File: src/rtl/ysyx_22040386_pipe_ctrl.sv
// Stall/flush sequencer for the 5-stage pipeline with the dmem handshake FSM and a timeout watchdog.
// Optional macro PIPE_CTRL_PERF_CNT_EN adds memstall/load-use/flush event counters.
module ysyx_22040386_pipe_ctrl #(
  parameter int unsigned MEM_TIMEOUT = 16,
  parameter int unsigned CNT_W       = 8
) (
  input  logic       i_PIPE_CTRL_clk,
  input  logic       i_PIPE_CTRL_rst_n,
  input  logic       i_PIPE_CTRL_jump_flag,
  input  logic       i_PIPE_CTRL_ID_EX_MemRead,
  input  logic [4:0] i_PIPE_CTRL_ID_EX_rd,
  input  logic [4:0] i_PIPE_CTRL_IF_ID_rs1,
  input  logic [4:0] i_PIPE_CTRL_IF_ID_rs2,
  input  logic       i_PIPE_CTRL_EX_MEM_MemRead,
  input  logic       i_PIPE_CTRL_EX_MEM_MemWrite,
  input  logic       i_PIPE_CTRL_dmem_ready,
  output logic       o_PIPE_CTRL_dmem_req,
  output logic       o_PIPE_CTRL_pc_wen,
  output logic       o_PIPE_CTRL_IF_ID_stall,
  output logic       o_PIPE_CTRL_IF_ID_flush,
  output logic       o_PIPE_CTRL_ID_EX_stall,
  output logic       o_PIPE_CTRL_ID_EX_flush,
  output logic       o_PIPE_CTRL_EX_MEM_stall,
  output logic       o_PIPE_CTRL_EX_MEM_flush,
  output logic       o_PIPE_CTRL_MEM_WB_flush,
  output logic       o_PIPE_CTRL_mem_err,
  output logic       o_PIPE_CTRL_busy
`ifdef PIPE_CTRL_PERF_CNT_EN
  ,
  output logic [31:0] o_PIPE_CTRL_memstall_cnt,
  output logic [31:0] o_PIPE_CTRL_loaduse_cnt,
  output logic [31:0] o_PIPE_CTRL_flush_cnt
`endif
);

  localparam logic [1:0] IDLE = 2'd0;
  localparam logic [1:0] WAIT = 2'd1;
  localparam logic [1:0] ERR  = 2'd2;

  localparam logic [CNT_W-1:0] CNT_LAST = CNT_W'(MEM_TIMEOUT - 1);
  localparam logic [CNT_W-1:0] CNT_ONE  = CNT_W'(1);
  localparam logic [CNT_W-1:0] CNT_ZERO = CNT_W'(0);

  logic [1:0]       state;
  logic [1:0]       next_state;
  logic [CNT_W-1:0] wait_cnt;
  logic [CNT_W-1:0] next_cnt;
  logic             err_flag;

  logic memop;
  logic memstall;
  logic dmem_req;
  logic load_use;
  logic do_jump;
  logic do_load_use;

  // Load-use: a load in EX writes a nonzero register that ID is about to read.
  function automatic logic hazard_detect(input logic       mem_read,
                                         input logic [4:0] rd,
                                         input logic [4:0] rs1,
                                         input logic [4:0] rs2);
    return mem_read && (rd != 5'd0) && ((rd == rs1) || (rd == rs2));
  endfunction

  assign memop    = i_PIPE_CTRL_EX_MEM_MemRead | i_PIPE_CTRL_EX_MEM_MemWrite;
  assign load_use = hazard_detect(i_PIPE_CTRL_ID_EX_MemRead, i_PIPE_CTRL_ID_EX_rd,
                                  i_PIPE_CTRL_IF_ID_rs1, i_PIPE_CTRL_IF_ID_rs2);

  // Handshake FSM next-state, wait counter and per-state request/stall.
  always_comb begin
    next_state = state;
    next_cnt   = wait_cnt;
    dmem_req   = 1'b0;
    memstall   = 1'b0;
    case (state)
      IDLE: begin
        dmem_req = memop;
        next_cnt = CNT_ZERO;
        if (memop && !i_PIPE_CTRL_dmem_ready) begin
          memstall   = 1'b1;
          next_state = WAIT;
        end else begin
          memstall   = 1'b0;
          next_state = IDLE;
        end
      end
      WAIT: begin
        dmem_req = 1'b1;
        if (i_PIPE_CTRL_dmem_ready) begin
          memstall   = 1'b0;
          next_state = IDLE;
          next_cnt   = CNT_ZERO;
        end else if (wait_cnt == CNT_LAST) begin
          memstall   = 1'b1;
          next_state = ERR;
          next_cnt   = CNT_ZERO;
        end else begin
          memstall   = 1'b1;
          next_state = WAIT;
          next_cnt   = wait_cnt + CNT_ONE;
        end
      end
      ERR: begin
        // Terminal until reset: the pipeline stays frozen and the request is withdrawn.
        dmem_req   = 1'b0;
        memstall   = 1'b1;
        next_state = ERR;
        next_cnt   = CNT_ZERO;
      end
      default: begin
        dmem_req   = 1'b0;
        memstall   = 1'b1;
        next_state = IDLE;
        next_cnt   = CNT_ZERO;
      end
    endcase
  end

  // State, wait counter and sticky error flag.
  always_ff @(posedge i_PIPE_CTRL_clk or negedge i_PIPE_CTRL_rst_n) begin
    if (!i_PIPE_CTRL_rst_n) begin
      state    <= IDLE;
      wait_cnt <= CNT_ZERO;
      err_flag <= 1'b0;
    end else begin
      state    <= next_state;
      wait_cnt <= next_cnt;
      err_flag <= err_flag | (next_state == ERR);
    end
  end

  assign do_jump     = !memstall && i_PIPE_CTRL_jump_flag;
  assign do_load_use = !memstall && !i_PIPE_CTRL_jump_flag && load_use;

  // Pipeline controls by priority memstall > jump > load-use; all forced low in reset.
  always_comb begin
    o_PIPE_CTRL_dmem_req     = 1'b0;
    o_PIPE_CTRL_pc_wen       = 1'b0;
    o_PIPE_CTRL_IF_ID_stall  = 1'b0;
    o_PIPE_CTRL_IF_ID_flush  = 1'b0;
    o_PIPE_CTRL_ID_EX_stall  = 1'b0;
    o_PIPE_CTRL_ID_EX_flush  = 1'b0;
    o_PIPE_CTRL_EX_MEM_stall = 1'b0;
    o_PIPE_CTRL_EX_MEM_flush = 1'b0;
    o_PIPE_CTRL_MEM_WB_flush = 1'b0;
    o_PIPE_CTRL_mem_err      = 1'b0;
    o_PIPE_CTRL_busy         = 1'b0;
    if (!i_PIPE_CTRL_rst_n) begin
      o_PIPE_CTRL_pc_wen = 1'b0;
    end else begin
      o_PIPE_CTRL_dmem_req = dmem_req;
      o_PIPE_CTRL_mem_err  = err_flag;
      o_PIPE_CTRL_busy     = (state != IDLE);
      if (memstall) begin
        o_PIPE_CTRL_pc_wen       = 1'b0;
        o_PIPE_CTRL_IF_ID_stall  = 1'b1;
        o_PIPE_CTRL_ID_EX_stall  = 1'b1;
        o_PIPE_CTRL_EX_MEM_stall = 1'b1;
        o_PIPE_CTRL_MEM_WB_flush = 1'b1;
      end else if (do_jump) begin
        o_PIPE_CTRL_pc_wen       = 1'b1;
        o_PIPE_CTRL_IF_ID_flush  = 1'b1;
        o_PIPE_CTRL_ID_EX_flush  = 1'b1;
        o_PIPE_CTRL_EX_MEM_flush = 1'b1;
      end else if (do_load_use) begin
        o_PIPE_CTRL_pc_wen      = 1'b0;
        o_PIPE_CTRL_IF_ID_stall = 1'b1;
        o_PIPE_CTRL_ID_EX_flush = 1'b1;
      end else begin
        o_PIPE_CTRL_pc_wen = 1'b1;
      end
    end
  end

`ifdef PIPE_CTRL_PERF_CNT_EN
  // Event counters, one per effective (post-priority) condition, wrapping at 2^32.
  always_ff @(posedge i_PIPE_CTRL_clk or negedge i_PIPE_CTRL_rst_n) begin
    if (!i_PIPE_CTRL_rst_n) begin
      o_PIPE_CTRL_memstall_cnt <= 32'd0;
      o_PIPE_CTRL_loaduse_cnt  <= 32'd0;
      o_PIPE_CTRL_flush_cnt    <= 32'd0;
    end else begin
      if (memstall) begin
        o_PIPE_CTRL_memstall_cnt <= o_PIPE_CTRL_memstall_cnt + 32'd1;
      end else begin
        o_PIPE_CTRL_memstall_cnt <= o_PIPE_CTRL_memstall_cnt;
      end
      if (do_load_use) begin
        o_PIPE_CTRL_loaduse_cnt <= o_PIPE_CTRL_loaduse_cnt + 32'd1;
      end else begin
        o_PIPE_CTRL_loaduse_cnt <= o_PIPE_CTRL_loaduse_cnt;
      end
      if (do_jump) begin
        o_PIPE_CTRL_flush_cnt <= o_PIPE_CTRL_flush_cnt + 32'd1;
      end else begin
        o_PIPE_CTRL_flush_cnt <= o_PIPE_CTRL_flush_cnt;
      end
    end
  end
`endif

endmodule

File: config.mk
export PLATFORM = sky130hd
export DESIGN_NAME = ysyx_22040386_pipe_ctrl
export DESIGN_NICKNAME = d
export VERILOG_FILES = /design/src/rtl/ysyx_22040386_pipe_ctrl.sv
export SDC_FILE = /design/constraint.sdc
export NUM_CORES = 1
export LEC_CHECK = 0
export BUFFER_PORTS_ARGS = -buffer_cell sky130_fd_sc_hd__buf_2
export CORE_MARGIN = 3
export CORE_UTILIZATION = 47
export CTS_CLUSTER_DIAMETER = 30
export DETAILED_ROUTE_END_ITERATION = 16
export GPL_TIMING_DRIVEN = 0
export PLACE_DENSITY = 0.84
export SYNTH_ARGS = -nofsm -noshare
export SYNTH_HDL_FRONTEND = slang
export SYNTH_SLANG_ARGS = --single-unit
File: constraint.sdc
create_clock -name i_PIPE_CTRL_clk -period 5.1 [get_ports i_PIPE_CTRL_clk]
set_clock_uncertainty 0.1 [all_clocks]
set_input_delay 1.53 -clock i_PIPE_CTRL_clk [delete_from_list [all_inputs] [get_ports i_PIPE_CTRL_clk]]
set_output_delay 1.53 -clock i_PIPE_CTRL_clk [all_outputs]
set_load 0.05 [all_outputs]
# Word-level counts from Yosys, hierarchy flattened

Index checks and enable logic that the tools add are counted.

Output and inout bits: 11
Bits of input ports: 22
Logic and storage cells: 55
Register bits: 11

Add/sub/neg operators: 1
Reductions and logical operators: 13
Bitwise logic cells: 2
Muxes and demuxes: 30
Equal/unequal tests: 6

Operator list:

| kind                | number |
|---|---|
| $mux 8              | 3 |
| $mux 1              | 22 |
| $eq 5x5->1          | 2 |
| $add 8x1->8 const B | 1 |
| $eq 8x4->1 const B  | 1 |
| $logic_and 1x1->1   | 6 |
| $pmux 2 s3          | 1 |
| $reduce_bool 5->1   | 1 |
| $eq 2x2->1 const B  | 2 |
| $mux 2              | 2 |
| $pmux 1 s2          | 2 |
| $logic_not 1->1     | 3 |
| $eq 2x1->1 const B  | 1 |
| $logic_not 2->1     | 1 |
| $or 1x1->1          | 2 |
| $reduce_bool 2->1   | 1 |
| $logic_or 1x1->1    | 1 |

# Longest topological paths before layout

Gate-level depths: netlist of the first run.

Depth in word-level cells: 11
Gate-level depth with buffers: 5
Gate-level depth less buffers: 5

# Worst setup path before layout of the first run

OpenSTA, ideal clock, no wires.

Path type: input to output
Start point: input i_PIPE_CTRL_EX_MEM_MemWrite
End point: output o_PIPE_CTRL_ID_EX_flush
Stages: 4
Required time: 3470 ps
Path slack: 256 ps
Arrival time: 3214 ps
Path through: nor3_1 > o21a_1 > nand2_1 > o31ai_1

Cells in the longest elaborated chain, start to end: 11
Elaborated cells between the ends (all ways): 12
Classes of those cells: mux: 6; bitwise: 1; reduce/logical: 5

Ends and longest elaborated chain:

| item                           | line     | RTL |
|---|---|---|
| from (decl)                    | 15       | `input logic i_PIPE_CTRL_EX_MEM_MemWrite,` |
| $or 1x1->1 *                   | 65       | `assign memop = i_PIPE_CTRL_EX_MEM_MemRead \| i_PIPE_CTRL_EX_MEM_MemWrite;` |
| $logic_and 1x1->1 *            | 79       | `if (memop && !i_PIPE_CTRL_dmem_ready) begin` |
| $mux 1 *                       | 79       |  |
| $pmux 1 s2 *                   | 75       | `case (state)` |
| $logic_not 1->1                | 132, 133 |  |
| $logic_and 1x1->1 (2 in a row) | 133      | `assign do_load_use = !memstall && !i_PIPE_CTRL_jump_flag && load_use;` |
| $mux 1                         | 165      | `end else if (do_load_use) begin` |
| $mux 1                         | 160      | `end else if (do_jump) begin` |
| $mux 1 *                       | 154      | `if (memstall) begin` |
| $mux 1 *                       | 148      | `if (!i_PIPE_CTRL_rst_n) begin` |
| to (decl)                      | 22       | `output logic o_PIPE_CTRL_ID_EX_flush,` |

Mark *: on every way between the ends. The rest lies on a longest branch, timed or not.

# Final worst setup path of the first run

Start point: input i_PIPE_CTRL_ID_EX_rd[1]
End point: output o_PIPE_CTRL_pc_wen

Cells in the longest elaborated chain, start to end: 8
Elaborated cells between the ends (all ways): 11
Classes of those cells: eq/ne: 2; mux: 4; reduce/logical: 5

Ends and longest elaborated chain:

| item                                                  | line | RTL |
|---|---|---|
| from (decl)                                           | 11   | `input logic [4:0] i_PIPE_CTRL_ID_EX_rd,` |
| $eq 5x5->1 or $reduce_bool 5->1 (tied branches)       | 62   | `return mem_read && (rd != 5'd0) && ((rd == rs1) \|\| (rd == rs2));` |
| $logic_or 1x1->1 or $logic_and 1x1->1 (tied branches) | 62   |  |
| $logic_and 1x1->1 *                                   | 62   |  |
| $logic_and 1x1->1 *                                   | 133  |  |
| $mux 1 *                                              | 165  |  |
| $mux 1 *                                              | 160  |  |
| $mux 1 *                                              | 154  |  |
| $mux 1 *                                              | 148  |  |
| to (decl)                                             | 18   | `output logic o_PIPE_CTRL_pc_wen,` |

Marks and branches as above.

==> results.tsv, run 1 <==
metric	value	unit
status	finished, final reports clean	
Layout Cells excl Fill	128	
number of antenna violations at the first check in global routing	0	
Post-CTS Resized	0	
Critical Path Source	i_PIPE_CTRL_ID_EX_rd[1]	
crit-path cells	buf_2, or4_1, o21ai_2, o311a_2, buf_2	
clk_lat worst skew	0.26	ns
fin. max-slew vios	0	
FMAX	226.9	MHz
wire per inst	11.45	um
CP most frequent cell	buf_2	
Placed Cells	124	
Yosys cell types	24	
final hold violations	0	
Post-DRT Antenna Nets	0	
DP Wirelength	1233	um
hold path start	wait_cnt[0]	
Die Y	44.34	um
RSZ-0062 raised after global routing	false	
Post-route DRC	0	
first-pass GRT wire length	2415	um
syn nets	100	
FF+latch count, synth	11	
CP top delay family	simple AND/OR/NAND/NOR gates	
DIE WIDTH	44.34	um
slack of the critical path	0.6927	ns
slowest stage delay, CP	0.54	ns
TritonCTS clock tree	done	
Worst path slowest cell	or4_1	
Nets	137	
final period utilization	0.8642	
Diodes inserted	0	
syn avg cell area	8.970	um^2
Pwr Density	201.1	nW/um^2
Hold WC Path Type	reg -> reg	
cts hold-fix bufs	0	
row count	13	
RR Startpoint	wait_cnt[0]	
Worst Path Buf+Inv	2	
P_leak	0.0004643	uW
RD Place Congestion	0.8025	
Synth warnings	0	
worst vdd ir	0.0001146	V
all-layer global routing usage	0.1667	
Worst Path Arrival	2.78	ns
Overflow after GRT	0	
die area	1966	um^2
initial DRC count	7	
commonest non-fill, non-tap cell in the layout	buf_2	
max-cap violations	0	
DRT Wirelength	1466	um
H-tree depth	1	
detailed-route via count	656	
clock sink count	11	
largest net degree at the start of global routing	17	
Area growth, synth to finish	29.71	%
register-to-register setup slack	3.60	ns
slew at the pin closest to its max-slew limit	0.3281	ns
Clock Path Buffers	2	
critical path launch point type	input port	
# port buffers	32	
Root Buffer	clkbuf_4	
Cell Area, Synth	690.7	um^2
core box area	1334	um^2
Max Fanout on Critical Path	3	
vias per cell	5.125	
Syn Inst Count	77	
Pre-Repair DR Iteration Count	4	
CP Class	in -> out	
Seq/Total Area, Yosys	0.3986	
Final TNS setup	0	ns
Place WS	0.6858	ns
commonest cells after routing, fill and taps aside	buf_2 (32), nor2_1 (13), xor2_1 (13), dfrtp_1 (11)	
Worst setup EP type	output pin	
post-CTS setup repair buffer count	0	
Worst-path clk slew	0.07	ns
Final min period	4.407	ns
required time of the critical path	3.47	ns
endpoints failing setup	0	
fraction of layout cells with a size suffix above 1	0.3628	
Initial Util	0.5178	
I/O pin count	33	
final design utilization	0.6717	
relative slew slack	0.7812	
number of global-route vias before repair	616	
CTS Buf Count	3	
==> cell families (layout without fill, tap and decap cells) <==
| family | after synthesis | after routing | synth area share |
|---|---|---|---|
| buf+inv | 6 | 42 | 0.04891 |
| compound gates | 9 | 9 | 0.09421 |
| flops | 11 | 11 | 0.3985 |
| xor+xnor | 16 | 16 | 0.2029 |
| fa+ha+maj | 1 | 1 | 0.01811 |
| simple gates | 34 | 34 | 0.2374 |
==> final timing paths <==
| kind | end | cells after the start |
|---|---|---|
| max | o_PIPE_CTRL_pc_wen | 5 |
| min | wait_cnt[0] | 1 |
| max reg2reg | err_flag | 5 |
| min reg2reg | wait_cnt[0] | 1 |
| max in group asynchronous | err_flag | 1 |
| min in group asynchronous | wait_cnt[4] | 1 |
==> sequential cells by signal (all words and copies together), names as in the netlist <==
register / flops
wait_cnt: 8
err_flag: 1
state: 2
==> through the flow <==
step	total power (uW)	hold WS [ns]	area, um^2
3_5_place_dp	124.9	0.3491	869.6
2_1_floorplan	108.8	0.3251	690.7
6_report	180.2	0.3610	895.9
4_1_cts	182.9	0.3585	895.9
3_3_place_gp	124.2	0.3439	869.6
5_1_grt	190.8	0.3900	895.9
==> power by group <==
part	leakage [uW]	internal [uW]	switching, uW
logic	0.000306	13.8	22.0
clock network	0.0000150	30.2	27.1
registers	0.000143	87.2	0
==> final cells by class <==
type	instances	area, um^2
clock buffer	4	26.28
multi-input combinational	60	381.6
tap	15	18.77
sequential	11	275.3
buffer	3	22.52
fill	115	437.9
inverter	3	11.26
timing repair buffer	32	160.2
==> worst register-to-register path, stage by stage (launching register included) <==
cell	delay, ns
dfrtp_1	0.40
ha_1	0.22
and3_1	0.19
nand2_1	0.10
o22ai_1	0.09
or2_2	0.28
==> layer usage <==
layer  vias up  routed length [um]  share of wire  track usage
met5         -                   0              0            0
met1       295                 579           0.39       0.2020
met2        27                 740           0.50       0.2791
met3         2                 122          0.083      0.01626
li1        332                   -              -            -
met4         0                  24          0.016       0.1084
==> cells in the mapped netlist <==
master	instances	area [um^2]
inv_1	3	11.26
nand2_1	3	11.26
dfrtp_1	11	275.3
o22ai_1	2	12.51
xnor2_1	3	26.28
nor3_1	4	20.02
o31ai_1	1	7.510
xor2_1	13	113.9
or2_2	1	6.260
and3_1	3	18.77
nor2_1	13	48.80
o21ai_2	1	8.760
nand3_1	4	20.02
buf_4	3	22.52
or3_1	1	6.260
nor4_1	1	6.260
a22oi_1	1	7.510
ha_1	1	12.51
o311a_2	1	11.26
o21a_1	1	7.510
nand4_1	1	6.260
o21ai_0	2	10.01
or4_1	1	7.510
and2_1	2	12.51
No activity file was read; power rests on OpenSTA's default activity.
==> inputs of run 2 (changes only) <==
--- a/config.mk
+++ b/config.mk
@@ -12,6 +12,7 @@
 export DETAILED_ROUTE_END_ITERATION = 16
 export GPL_TIMING_DRIVEN = 0
 export PLACE_DENSITY = 0.84
+export REMOVE_ABC_BUFFERS = 1
 export SYNTH_ARGS = -nofsm -noshare
 export SYNTH_HDL_FRONTEND = slang
 export SYNTH_SLANG_ARGS = --single-unit
==> run 2 against run 1 <==
Routed wire length increased by 4.0%. Global-route usage increased by 0.95 points. Fmax decreased by 0.15%. First-iteration DRC count increased by 43%. Count of clock-buffer cells in the layout unchanged. Critical path type unchanged. Critical path depth unchanged. Hold slack got worse by 0.0010 ns. Cell count decreased by 2.3%. Worst setup slack got worse by 0.0064 ns.
==> results.tsv, run 2 (same netlist as run 1, synthesis figures left out) <==
metric	value	unit	change
Final Power	181.2	uW	+0.55%
all-layer global routing usage	0.1761		+0.009455
row count	13		unchanged
FMAX	226.6	MHz	-0.15%
status	finished, final reports clean		
endpoints failing setup	0		unchanged
TritonCTS clock tree	done		
Biggest register	wait_cnt		
detailed-route via count	652		-0.61%
Diodes inserted	0		unchanged
clk_lat worst skew	0.27	ns	about the same
largest net degree at the start of global routing	17		unchanged
first-pass GRT wire length	2546	um	+5.4%
Worst-path clk slew	0.06	ns	about the same
core box area	1334	um^2	unchanged
DIE WIDTH	44.34	um	unchanged
number of antenna violations at the first check in global routing	0		unchanged
placed cell area	847.1	um^2	-2.6%
wire per inst	12.19	um	+6.5%
fraction of layout cells with a size suffix above 1	0.3455		-0.01738
required time of the critical path	3.47	ns	about the same
post-CTS setup repair buffer count	0		unchanged
CTS Buf Count	3		unchanged
Final min period	4.414	ns	+0.006407 ns
Post-DRT Antenna Nets	0		unchanged
max-cap violations	0		unchanged
H-tree depth	1		unchanged
worst vdd ir	0.0001178	V	+2.8%
Overflow after GRT	0		unchanged
critical path launch point type	input port		
DRT Wirelength	1524	um	+4.0%
RSZ-0062 raised after global routing	false		
max reg flops	8		unchanged
final design utilization	0.6548		-0.01689
Die Y	44.34	um	unchanged
# port buffers	32		unchanged
relative slew slack	0.7802		-0.001067
slew at the pin closest to its max-slew limit	0.3297	ns	+0.001601 ns
Worst Path Arrival	2.78	ns	about the same
die area	1966	um^2	unchanged
register area	275.3	um^2	unchanged
Pre-Repair DR Iteration Count	3		-1
RD Place Congestion	0.7451		-7.2%
design area	873.3	um^2	-2.5%
final hold slack	0.3599	ns	-0.001028 ns
Pwr Density	207.4	nW/um^2	+3.1%
Area growth, synth to finish	26.45	%	
Largest regs	wait_cnt x8, state x2, err_flag x1		
commonest cells after routing, fill and taps aside	buf_2 (32), nor2_1 (13), xor2_1 (13), dfrtp_1 (11)		
initial DRC count	10		+3
fin. max-slew vios	0		unchanged
number of global-route vias before repair	635		+3.1%
commonest non-fill, non-tap cell in the layout	buf_2		
Hold WC Path Type	reg -> reg		
Post-route DRC	0		unchanged
Clock Path Buffers	2		unchanged
clock sink count	11		unchanged
Root Buffer	clkbuf_4		
fill cell count	117		+1.7%
CP Class	in -> out		
Nets	134		-2.2%
Post-CTS Resized	0		unchanged
Worst setup EP type	output pin		
DP Wirelength	1287	um	+4.4%
P_leak	0.0004492	uW	-3.2%
footprint of the multi-input gates	381.6	um^2	unchanged
Max Fanout on Critical Path	3		unchanged
I/O pin count	33		unchanged
final hold violations	0		unchanged
Initial Util	0.5178		unchanged
final period utilization	0.8654		+0.001256
vias per cell	5.216		+1.8%
cts hold-fix bufs	0		unchanged
==> run 2: stage by stage <==
step                setup slack (ns)  setup TNS (ns)  instances
detailed placement            0.6829               0        121
CTS                           0.6748               0        125
global route                  0.6090               0        125
floorplan                    -0.1773         -0.5319         74
global placement              0.6875               0        121
finish                        0.6863               0        125
==> run 2: final timing paths <==
check	startpoint	to	slack, ns	depth (start not counted)
min reg2reg	wait_cnt[0]	wait_cnt[0]	0.36	1
max in group asynchronous	i_PIPE_CTRL_rst_n	err_flag	3.63	1
max reg2reg	wait_cnt[0]	wait_cnt[5]	3.60	5
min in group asynchronous	i_PIPE_CTRL_rst_n	wait_cnt[0]	1.04	1
min	wait_cnt[0]	wait_cnt[0]	0.36	1
max	i_PIPE_CTRL_ID_EX_rd[1]	o_PIPE_CTRL_pc_wen	0.69	5
==> run 2: per-layer routing <==
layer,vias to the layer above,share of wire,track usage,wire length [um]
li1,331,-,-,-
met1,293,0.39,0.1949,597
met2,25,0.52,0.3227,790
met3,3,0.074,0.04878,113
met4,0,0.014,0.05422,22
met5,-,0,0,0
==> run 2: cell type report <==
class | instances | area share
inverter | 3 | 0.01289
tap | 15 | 0.02149
clock buffer | 4 | 0.03009
multi-input combinational | 60 | 0.4370
timing repair buffer | 32 | 0.1834
sequential | 11 | 0.3152
==> run 2: worst max-delay path, stage by stage <==
cell	delay, ns
buf_2	0.12
or4_1	0.54
o21ai_2	0.17
o311a_2	0.16
buf_2	0.25
==> run 2: where the power goes <==
part | internal [uW] | leakage (uW) | switching (uW)
clock network | 30.4 | 0.0000150 | 28.8
registers | 87.2 | 0.000143 | 0
logic | 12.9 | 0.000291 | 21.9
total | 130 | 0.000449 | 50.7
